### config.mk
export PLATFORM = sky130hd
export DESIGN_NAME = register_file_mp
export DESIGN_NICKNAME = d
export VERILOG_FILES = /design/src/rtl/regfile_pkg.sv /design/src/rtl/rf_write_arbiter.sv /design/src/rtl/register_file_mp.sv
export SDC_FILE = /design/constraint.sdc
export NUM_CORES = 1
export LEC_CHECK = 0
export CORE_UTILIZATION = 55
export DETAILED_ROUTE_END_ITERATION = 10
export PLACE_DENSITY = 0.72
export SYNTH_ARGS = -nofsm -noshare
export SYNTH_HDL_FRONTEND = slang
export SYNTH_HIERARCHICAL = 1
export SYNTH_SLANG_ARGS = --single-unit
### constraint.sdc
create_clock -name clock -period 10.1 [get_ports clock]
set_input_delay 1.515 -clock clock [delete_from_list [all_inputs] [get_ports clock]]
set_output_delay 1.515 -clock clock [all_outputs]
set_load 0.02 [all_outputs]
### src/rtl/regfile_pkg.sv
// Shared definitions for the multi-port register file: clear FSM states,
// default geometry and a helper for locating a port inside a packed bus.
package regfile_pkg;

  typedef enum logic {
    RF_IDLE  = 1'b0,
    RF_CLEAR = 1'b1
  } rf_state_e;

  localparam int RF_DATA_W_DEF   = 8;
  localparam int RF_DEPTH_DEF    = 32;
  localparam int RF_NUM_WR_DEF   = 2;
  localparam int RF_NUM_RD_DEF   = 2;
  localparam int RF_BYPASS_DEF   = 1;
  localparam int RF_ZERO_REG_DEF = 0;

  function automatic int slice_lo(input int idx, input int width);
    return idx * width;
  endfunction

endpackage

### src/rtl/rf_write_arbiter.sv
// Per-address write resolution: for every register, reports whether any port
// writes it this cycle and which data wins (highest-numbered port).
module rf_write_arbiter
  import regfile_pkg::*;
#(
  parameter int DATA_W = RF_DATA_W_DEF,
  parameter int DEPTH  = RF_DEPTH_DEF,
  parameter int NUM_WR = RF_NUM_WR_DEF,
  parameter int ADDR_W = $clog2(RF_DEPTH_DEF)
) (
  input  logic [NUM_WR-1:0]        wr_en,
  input  logic [NUM_WR*ADDR_W-1:0] wr_addr,
  input  logic [NUM_WR*DATA_W-1:0] wr_data,
  output logic [DEPTH-1:0]         addr_hit,
  output logic [DEPTH*DATA_W-1:0]  addr_data
);

  generate
    for (genvar gi = 0; gi < DEPTH; gi++) begin : g_addr
      logic              hit;
      logic [DATA_W-1:0] data;

      // Ascending scan so a later (higher) port overrides an earlier one.
      always_comb begin
        hit  = 1'b0;
        data = '0;
        for (int p = 0; p < NUM_WR; p++) begin
          if (wr_en[p] && wr_addr[slice_lo(p, ADDR_W) +: ADDR_W] == ADDR_W'(gi)) begin
            hit  = 1'b1;
            data = wr_data[slice_lo(p, DATA_W) +: DATA_W];
          end
        end
      end

      assign addr_hit[gi]                       = hit;
      assign addr_data[gi*DATA_W +: DATA_W]     = data;
    end
  endgenerate

endmodule

### src/rtl/register_file_mp.sv
// Parametrised multi-port register file with write priority, optional
// write-first bypass, optional zero register and a sequenced soft clear.
module register_file_mp
  import regfile_pkg::*;
#(
  parameter int DATA_W   = RF_DATA_W_DEF,
  parameter int DEPTH    = RF_DEPTH_DEF,
  parameter int NUM_WR   = RF_NUM_WR_DEF,
  parameter int NUM_RD   = RF_NUM_RD_DEF,
  parameter int BYPASS   = RF_BYPASS_DEF,
  parameter int ZERO_REG = RF_ZERO_REG_DEF
) (
  input  logic                              clock,
  input  logic                              reset,
  input  logic [NUM_WR-1:0]                 wr_en,
  input  logic [NUM_WR*$clog2(DEPTH)-1:0]   wr_addr,
  input  logic [NUM_WR*DATA_W-1:0]          wr_data,
  input  logic [NUM_RD-1:0]                 rd_en,
  input  logic [NUM_RD*$clog2(DEPTH)-1:0]   rd_addr,
  output logic [NUM_RD*DATA_W-1:0]          rd_data,
  input  logic                              clear_req,
  output logic                              clear_busy,
  output logic                              clear_done
);

  localparam int ADDR_W = $clog2(DEPTH);

  logic [DATA_W-1:0] mem_reg [DEPTH];
  rf_state_e         state_reg;
  logic [ADDR_W-1:0] clr_ptr_reg;
  logic              clear_busy_reg;
  logic              clear_done_reg;

  logic [DEPTH-1:0]        addr_hit;
  logic [DEPTH*DATA_W-1:0] addr_data;

  rf_write_arbiter #(
    .DATA_W (DATA_W),
    .DEPTH  (DEPTH),
    .NUM_WR (NUM_WR),
    .ADDR_W (ADDR_W)
  ) u_arb (
    .wr_en     (wr_en),
    .wr_addr   (wr_addr),
    .wr_data   (wr_data),
    .addr_hit  (addr_hit),
    .addr_data (addr_data)
  );

  // Writes are only accepted in IDLE, which is exactly when clear_busy is low.
  always_ff @(posedge clock) begin
    if (reset) begin
      for (int a = 0; a < DEPTH; a++) mem_reg[a] <= '0;
      state_reg      <= RF_IDLE;
      clr_ptr_reg    <= '0;
      clear_busy_reg <= 1'b0;
      clear_done_reg <= 1'b0;
    end else begin
      clear_done_reg <= 1'b0;
      case (state_reg)
        RF_IDLE: begin
          for (int a = 0; a < DEPTH; a++) begin
            if (addr_hit[a] && !(ZERO_REG != 0 && a == 0))
              mem_reg[a] <= addr_data[slice_lo(a, DATA_W) +: DATA_W];
          end
          if (clear_req) begin
            state_reg      <= RF_CLEAR;
            clr_ptr_reg    <= '0;
            clear_busy_reg <= 1'b1;
          end
        end
        RF_CLEAR: begin
          mem_reg[clr_ptr_reg] <= '0;
          if (clr_ptr_reg == ADDR_W'(DEPTH - 1)) begin
            state_reg      <= RF_IDLE;
            clear_busy_reg <= 1'b0;
            clear_done_reg <= 1'b1;
          end else begin
            clr_ptr_reg <= clr_ptr_reg + 1'b1;
          end
        end
        default: state_reg <= RF_IDLE;
      endcase
    end
  end

  generate
    for (genvar gi = 0; gi < NUM_RD; gi++) begin : g_rd
      logic [ADDR_W-1:0] ra;
      logic [DATA_W-1:0] rd_val;

      assign ra = rd_addr[slice_lo(gi, ADDR_W) +: ADDR_W];

      always_comb begin
        rd_val = '0;
        if (rd_en[gi]) begin
          if (ZERO_REG != 0 && ra == '0)
            rd_val = '0;
          else if (BYPASS != 0 && !clear_busy_reg && addr_hit[ra])
            rd_val = addr_data[slice_lo(int'(ra), DATA_W) +: DATA_W];
          else
            rd_val = mem_reg[ra];
        end
      end

      assign rd_data[gi*DATA_W +: DATA_W] = rd_val;
    end
  endgenerate

  assign clear_busy = clear_busy_reg;
  assign clear_done = clear_done_reg;

endmodule

# Yosys cells after proc, flatten, opt, wreduce, memory -nomap -nowiden
# Memories as Yosys holds them, arrays and structs flattened.
# Index checks and enable logic that the tools add are counted.
# Widths: inputs -> output; s select.
dict set report op_classes {
  n_addsub 1
  multipliers 0
  n_div 0
  n_lt_le_gt_ge 2
  eq_ne 66
  n_shift 2
  muxes 314
  bitwise_logic 33
  reduce_logical 73
}
# cell n
set ops {}
lappend ops {{$mux 8} 101}
lappend ops {{$shiftx 256x9->8} 2}
lappend ops {{$mux 1} 205}
lappend ops {{$eq 5x5->1 const B} 33}
lappend ops {{$eq 5x4->1 const B} 16}
lappend ops {{$logic_and 1x1->1} 66}
lappend ops {{$eq 5x3->1 const B} 8}
lappend ops {{$or 1x1->1} 32}
lappend ops {{$eq 5x2->1 const B} 4}
lappend ops {{$mux 5} 3}
lappend ops {{$lt 5x6->1 const B} 2}
lappend ops {{$bmux 1 s5} 2}
lappend ops {{$eq 5x1->1 const B} 2}
lappend ops {{$logic_not 5->1} 2}
lappend ops {{$pmux 5 s2} 1}
lappend ops {{$reduce_or 8->1} 1}
lappend ops {{$add 5x1->5 const B} 1}
lappend ops {{$ne 2x2->1 const B} 2}
lappend ops {{$pmux 1 s2} 2}
lappend ops {{$reduce_and 2->1} 2}
lappend ops {{$ne 2x1->1 const B} 1}
lappend ops {{$reduce_or 2->1} 1}
lappend ops {{$logic_not 1->1} 1}
lappend ops {{$not 1->1} 1}
dict set report totals {
  ff_bits 8
  latch_bits 0
  ram_bits 256
  romBits 0
  in_bits 43
  output_inout_bits 18
  wordCells 496
  n_memories 1
}
# memory words word_bits rd rd_clocked_by_memory_dff write_ports line
set mem_list {}
lappend mem_list {mem_reg 32 8 2 0 32 register_file_mp.sv:28} ;# logic [DATA_W-1:0] mem_reg [DEPTH];

# Depth between registers and ports, before layout
# Gate-level depths: netlist of run 1.
dict set report depth {
  depth_word 10
  mapped_depth 13
  depth_no_buf 9
}

# By module
# Netlist of run 1, hierarchy kept.
# mod instances cells_per_inst area_per_inst_um2 seq_area_each_um2
set by_module_without_submodules {}
lappend by_module_without_submodules {register_file_mp 1 1890 19149.6 5285.1}
lappend by_module_without_submodules {rf_write_arbiter 1 753 5482.8 0.0}

# Least setup slack after synthesis of run 1
# OpenSTA, ideal clock, no wires.
dict set report synth_path {
  kind {input port to output port}
  start {input wr_addr[1]}
  end {output rd_data[2]}
  arrival_ns 4.424
  t_required_ns 8.585
  slack_ns 4.161
  cell_stages 11
  path_buffers 3
  cell_sequence {buf_2 > nand4_1 > clkbuf_1 > o22ai_1 > buf_4 > mux4_2 > mux4_2 > nor2_1 > nor4_1 > or4_1 > a21boi_1}
}
dict set report synth_between {
  elab_chain_len 9
  word_cells_on_any_way 198
  cone_classes {eq/ne: 31; shift: 1; mux: 132; reduce/logical: 34}
}
# item line
set synth_rtl {}
lappend synth_rtl {{from (decl)} register_file_mp.sv:16} ;# input logic [NUM_WR*$clog2(DEPTH)-1:0] wr_addr,
lappend synth_rtl {{$eq 5x5->1} rf_write_arbiter.sv:28} ;# if (wr_en[p] && wr_addr[slice_lo(p, ADDR_W) +: ADDR_W] == ADDR_W'(gi)) begin
lappend synth_rtl {{$logic_and 1x1->1} rf_write_arbiter.sv:28}
lappend synth_rtl {{$mux 1 (2 in series)} rf_write_arbiter.sv:28}
lappend synth_rtl {{named net u_arb.g_addr[31].hit} rf_write_arbiter.sv:20} ;# logic hit;
lappend synth_rtl {{$bmux 1 s5} register_file_mp.sv:99} ;# else if (BYPASS != 0 && !clear_busy_reg && addr_hit[ra])
lappend synth_rtl {{$mux 1 (implied by the code)} register_file_mp.sv:99}
lappend synth_rtl {{$logic_and 1x1->1} register_file_mp.sv:99}
lappend synth_rtl {{$mux 8} register_file_mp.sv:99}
lappend synth_rtl {{$mux 8} register_file_mp.sv:96} ;# if (rd_en[gi]) begin
lappend synth_rtl {{to (decl)} register_file_mp.sv:20} ;# output logic [NUM_RD*DATA_W-1:0] rd_data,
# The timed path passes the listed nets, and every way through them passes these cells. The select of a mux whose other input is x is not followed.

# Worst setup path in the final report of run 1
dict set report layout_path {
  start {input wr_addr[5]}
  end {output rd_data[2]}
}
dict set report layout_between {
  elab_chain_len 8
  word_cells_on_any_way 134
  cone_classes {eq/ne: 31; shift: 1; mux: 68; reduce/logical: 34}
}
# item line
set layout_rtl {}
lappend layout_rtl {{$eq 5x4->1} rf_write_arbiter.sv:28}
lappend layout_rtl {{$logic_and 1x1->1} rf_write_arbiter.sv:28}
lappend layout_rtl {{$mux 1} rf_write_arbiter.sv:28}
lappend layout_rtl {{named net addr_hit[10]} register_file_mp.sv:34} ;# logic [DEPTH-1:0] addr_hit;
lappend layout_rtl {{$bmux 1 s5} register_file_mp.sv:99}
lappend layout_rtl {{$mux 1 (implied by the code)} register_file_mp.sv:99}
lappend layout_rtl {{$logic_and 1x1->1} register_file_mp.sv:99}
lappend layout_rtl {{$mux 8} register_file_mp.sv:99}
lappend layout_rtl {{$mux 8} register_file_mp.sv:96}
# The timed path passes the listed nets, and every way through them passes these cells. The select of a mux whose other input is x is not followed.

==> metrics, run 1 <==
final setup vio count 0; root buffer cell clkbuf_16; critical path class in2out; Final Util between 50 and 60%; Worst setup EP type output port; WP data arrival approximately 6.4 ns; Synth Area per Inst 9.32 sq um; register area share after synthesis a little over a fifth; worst slew pin tran roughly 1.5 ns; hold buffer count at cts 0; final global-route overflow total 0; CP Max Fanout 15; Area Growth Syn to Fin 6.74%; synth cell count leaders nor2_1, mux2i_1, dfxtp_1; DR DRC count 0; Critical Path Source Type primary input; Cell Count, Final, Fillers Out ~3100; Core ar. around 0.044 sq mm; Mapped Area 0.0246 sq mm; Seq cells post-synth around 260; simple-gate area share of the yosys netlist between 10% and 20%; GRT Total Usage 49.7%; Die ar. roughly 0.046 sq mm; die span in x between 200 and 250 um; row cnt 77; Setup TNS 0 ns; status finished with violations; Placed Cells slightly above 3000; max capacitance violation total 1; clk_skew roughly 0.023 ns; Max Fclk about 130 MHz; Yosys top cell area share roughly 21%; Max clock buf depth 3; DP HPWL around 80000 um; routed wire length approximately 110000 um; Placed Area 0.0252 sq mm; Worst Slack Setup Final roughly 2.2 ns; GPL Wtd Cong roughly 1.1; syn nets 2691; post_cts resized 0; failing checks max-capacitance violations, max-slew violations; Routed WL per cell 36.4 um; first-pass GRT wire length 160000 um; Starting DRT DRC Count about 4000; largest family of logic cells by synthesized area multiplexers; Period minus WS final approximately 7.9 ns; max_slew headroom -0.921%; Num CTS Buffers 31; vias about 23000; top_reg_cell synth dfxtp_1; RSZ-0062 raised after global routing false; clk sinks about 260; number of port buffers 60; vias per cell roughly 7.5; adder-cell area share of the yosys netlist 0.254%; chip height roughly 210 um; DR pass1 iterations 8; Clock Latency Late Sink approximately 0.62 ns; largest net degree at the start of global routing between 90 and 100; Hold Crit Class reg2reg; power density cells 106 mW/mm^2; vias in the first global route about 22000; H-tree depth 1; Mapped Cells around 2600; Synth async-reset ratio 0%; Max Slew Vio Count 9; top-count cell post-synth nor2_1; # IOs 61; final cycle utilization of the critical path 77.9%; post-route cell area 0.0263 sq mm; multiplexer share of the synthesized area 45.4%; Pwr Total roughly 2.8 mW; setup repair bufs after CTS 0; Pleak 9.52 nW; Largest register FFs between 200 and 300; number of synthesis warnings 6; maximum vdd drop 0.000117 V; clock slew at reported path FFs 0.06 ns; pre-CTS WS about 2.4 ns; Synth area leader dfxtp_1; number of antenna violations at the first check in global routing 15; Worst EP required roughly 8.6 ns; nets@finish between 2000 and 3000; remaining antenna violation count 0; post-synthesis compound-gate area fraction approximately 8.5%; Post-synth EDFFs 0; synth unique cells ~70; CTS tree done; WHS around 0.51 ns; XOR/XNOR Fraction of Synth Area 0%; share of cells above drive strength 1 a little over a quarter; Starting Density 55.7%; final hold vios 0; synth top area cells dfxtp_1, mux4_2, mux2i_1
==> report_power, final <==
| group | switching (mW) | internal (mW) |
|---|---|---|
| combinational | 0.348 | 0.156 |
| clock | 0.502 | 0.727 |
| sequential | 0.00726 | 1.05 |
==> cell type report <==
| cell class | instances | area [sq um] |
|---|---|---|
| multi-input combinational | 2083 | 18000 |
| fill | 3785 | 17900 |
| sequential | 264 | 5290 |
| timing repair buffer | 131 | 1130 |
| clock buffer | 42 | 907 |
| tap | 592 | 741 |
| clock inverter | 14 | 188 |
| inverter | 9 | 33.8 |
| antenna | 6 | 15.0 |
==> final timing paths <==
path / from / slack [ns] / cells past startpoint / to
hold reg to reg: mem_reg[23][7] / 0.51 / 2 / mem_reg[23][7]
hold / removal: mem_reg[23][7] / 0.51 / 2 / mem_reg[23][7]
setup / recovery: wr_addr[5] / 2.23 / 12 / rd_data[2]
setup reg to reg: state_reg / 6.15 / 5 / mem_reg[17][0]
==> cells in the final DEF, fill, tap and decap left out, types with 14 or more instances in the layout <==
| cell type | synthesis | final |
|---|---|---|
| nand3_1 | 31 | 31 |
| nand3b_1 | 16 | 16 |
| nor2b_1 | 36 | 33 |
| mux4_2 | 213 | 213 |
| clkbuf_16 | 0 | 31 |
| o22ai_1 | 28 | 28 |
| nor2_2 | 12 | 14 |
| mux2_2 | 257 | 257 |
| dfxtp_1 | 264 | 264 |
| mux2i_1 | 321 | 321 |
| nor2_1 | 540 | 538 |
| a21oi_1 | 169 | 156 |
| a22oi_1 | 28 | 28 |
| nor3b_1 | 117 | 117 |
| o21ai_0 | 28 | 28 |
| nand2_1 | 66 | 66 |
| nor3_1 | 18 | 15 |
| buf_4 | 46 | 71 |
| clkdlybuf4s50_1 | 0 | 51 |
| nand2b_1 | 19 | 19 |
| mux2_4 | 16 | 16 |
==> critical path, stage by stage <==
cell and delay, ns:
clkdlybuf4s50_1 0.87, nor2_1 0.28, nand2b_1 0.54, o21ai_0 0.31
mux4_2 0.51, mux4_2 0.46, nor2_1 0.13, nor4_2 0.06
buf_4 0.23, or4_1 0.53, a21boi_1 0.26, clkdlybuf4s50_1 0.65
==> logic make-up after synthesis <==
logic type               count (synthesis)
flip-flops                             264
AO/OA/AOI/OAI                          343
AND/OR/NAND/NOR                        924
multiplexers                           811
buffers and inverters                  296
adder cells (fa/ha/maj)                  5
==> metal layers <==
metal / global-route usage, % / wire length [um] / vias to the layer above
li1: - / - / 9509
met1: 62.7 / 41500 / 11500
met2: 70.6 / 46200 / 1923
met3: 21.2 / 17800 / 502
met4: 28.9 / 8650 / 22
met5: 0.647 / 176 / -
Note: power is estimated with default switching activity, not from simulation.
==> run 2, diff against run 1 <==
==> constraint.sdc (replaced) <==
create_clock -name clock -period 7.39 [get_ports clock]
set_input_delay 1.1085 -clock clock [delete_from_list [all_inputs] [get_ports clock]]
set_output_delay 1.1085 -clock clock [all_outputs]
set_load 0.02 [all_outputs]
==> run 2 against run 1 <==
The flow finishes with violations (max-capacitance violations). Register-to-register slack got worse by 1.9 ns. Worst setup slack got worse by 1.8 ns. Routed wire length rose by 1.7%. Clock power rose by 40%. Via count grew 1.3%. First-iteration DRC count shrank 2.4%. Cell count rose by 1.4%. Critical path depth is the same. Design area rose by 1.4%. Clock-buffer cell count shrank 2. Flip-flop and latch count did not move. Total power grew 39%. Critical path type unchanged.
==> metrics, run 2 (synthesis results as in run 1) <==
status finished with violations (unchanged); failing checks max-capacitance violations (was max-capacitance violations, max-slew violations); Worst EP required 6.28 ns (was 8.59 ns); hold depth 2 (unchanged); remaining antenna violation count 0 (unchanged); Largest register FFs 256 (unchanged); GPL Wtd Cong 1.14 (was 1.08); Pwr Total 3.87 mW (was 2.79 mW); Setup TNS 0 ns (unchanged); Pleak 9.75 nW (was 9.52 nW); CP Max Fanout 12 (was 15); RSZ-0062 raised after global routing false (unchanged); Max clock buf depth 3 (unchanged); Routed WL per cell 36.5 um (was 36.4 um); clk_skew 0.0149 ns (was 0.0229 ns); NetSw 1.19 mW (was 0.857 mW); Clock Latency Late Sink 0.62 ns (about the same); Hold Crit Class reg2reg (unchanged); vias per cell 7.47 (was 7.48); worst slew pin tran 1.46 ns (was 1.50 ns); clock slew at reported path FFs 0.06 ns (about the same); DR pass1 iterations 6 (was 8); vias 23800 (was 23500); WP data arrival 5.82 ns (was 6.35 ns); Core ar. 0.0442 sq mm (unchanged); final global-route overflow total 0 (unchanged); number of antenna violations at the first check in global routing 17 (was 15); nets@finish 2615 (was 2568); vias in the first global route 22100 (was 21900); number of port buffers 60 (unchanged); Die ar. 0.0456 sq mm (unchanged); chip height 214 um (unchanged); Net Sw Frac 30.7% (was 30.8%); maximum vdd drop 0.000190 V (was 0.000117 V); Hold Crit Start mem_reg[28][7] (was mem_reg[23][7]); hold buffer count at cts 0 (unchanged); reg2reg end mem_reg[16][6] (was mem_reg[17][0]); Starting DRT DRC Count 3806 (was 3900); final hold vios 0 (unchanged); Critical Path Source Type primary input (unchanged); critical path class in2out (unchanged); clock share of power 44.6% (was 44.1%); worst reg2reg setup slack 4.27 ns (was 6.15 ns); Reg2Reg Depth 5 (unchanged); DR DRC count 0 (unchanged); Combinational Power Share 18.3% (was 18.1%); commonest non-fill, non-tap cell in the layout nor2_1 (unchanged); Starting Density 55.7% (unchanged); power density cells 145 mW/mm^2 (was 106 mW/mm^2); P_int 2.68 mW (was 1.93 mW); reg2reg start state_reg (unchanged); Max Fclk 144 MHz; first-pass GRT wire length 162000 um (was 160000 um); max_slew headroom 2.00% (was -0.921%); # IOs 61 (unchanged); die span in x 214 um (unchanged); Num CTS Buffers 31 (unchanged); DP HPWL 83900 um (was 80000 um); most frequent cells in the layout nor2_1, mux2i_1, dfxtp_1 (unchanged); Period minus WS final between 6 and 7 ns; root buffer cell clkbuf_16 (unchanged); clk sinks 264 (unchanged); row cnt 77 (unchanged); Area Growth Syn to Fin 8.23% (was 6.74%); largest net degree at the start of global routing 75 (was 96); Worst setup EP type output port (unchanged); Hold Crit Endpoint mem_reg[28][7] (was mem_reg[23][7]); GRT Total Usage 50.4% (was 49.7%); share of cells above drive strength 1 28.5% (was 27.4%); setup repair bufs after CTS 0 (unchanged); max capacitance violation total 1 (unchanged); routed wire length 116000 um (was 114000 um); Max Slew Vio Count 0 (was 9); register share of total power 37.1% (was 37.8%); H-tree depth 1 (unchanged); CTS tree done (unchanged); post_cts resized 0 (unchanged); final cycle utilization of the critical path between 90% and 100%; final setup vio count 0 (unchanged)
==> run 2: worst max-delay path by stage <==
stage / startpoint / end
final: wr_addr[7] / rd_data[4]
after global routing: wr_addr[7] / rd_data[5]
after CTS: wr_addr[7] / rd_data[5]
after detailed placement: wr_addr[7] / rd_data[5]
after global placement: wr_addr[7] / rd_data[5]
after floorplan: wr_addr[1] / rd_data[2]
==> run 2: worst max-delay path, stage by stage <==
cell and delay, ns:
clkdlybuf4s50_1 0.74, and4bb_2 0.34, nand2_2 0.21, o21ai_0 0.19
mux4_2 0.47, nor2b_1 0.15, a2111oi_0 0.81, nor4_2 0.20
buf_4 0.25, nand2b_1 0.18, o22ai_1 0.46, clkdlybuf4s50_1 0.70
==> run 2: final cells by class <==
type / count / area (sq um)
tap: 592 / 741
fill: 3836 / 17600
clock inverter: 17 / 260
antenna: 3 / 7.51
inverter: 9 / 33.8
multi-input combinational: 2083 / 18000
sequential: 264 / 5290
timing repair buffer: 178 / 1500
clock buffer: 40 / 860
==> run 2: metal layers <==
metal	global-route usage, %	share of wire, %	vias to the layer above
met4	29.9	8.0	22
met2	72.4	40	1908
met3	19.9	15	552
met1	63.8	36	11700
met5	0	0.12	-
li1	-	-	9588
==> run 2: metrics by stage <==
step	util, %	setup slack [ns]	hold WS [ns]	area (sq um)	cells
5_1_grt	60.3	0.287	0.536	26700	3183
3_5_place_dp	57.7	0.622	0.494	25500	3126
4_1_cts	60.3	0.600	0.511	26700	3183
2_1_floorplan	-	2.26	0.469	24600	2643
3_3_place_gp	57.7	0.671	0.482	25500	3126
6_report	60.3	0.462	0.515	26700	3186
==> run 2: power by group through the flow <==
stage	combinational, mW	sequential [mW]	clock (mW)
3_3_place_gp	0.669	1.47	0
3_5_place_dp	0.670	1.47	0
5_1_grt	0.710	1.44	1.78
2_1_floorplan	0.419	1.47	0
4_1_cts	0.672	1.44	1.72
6_report	0.708	1.44	1.72
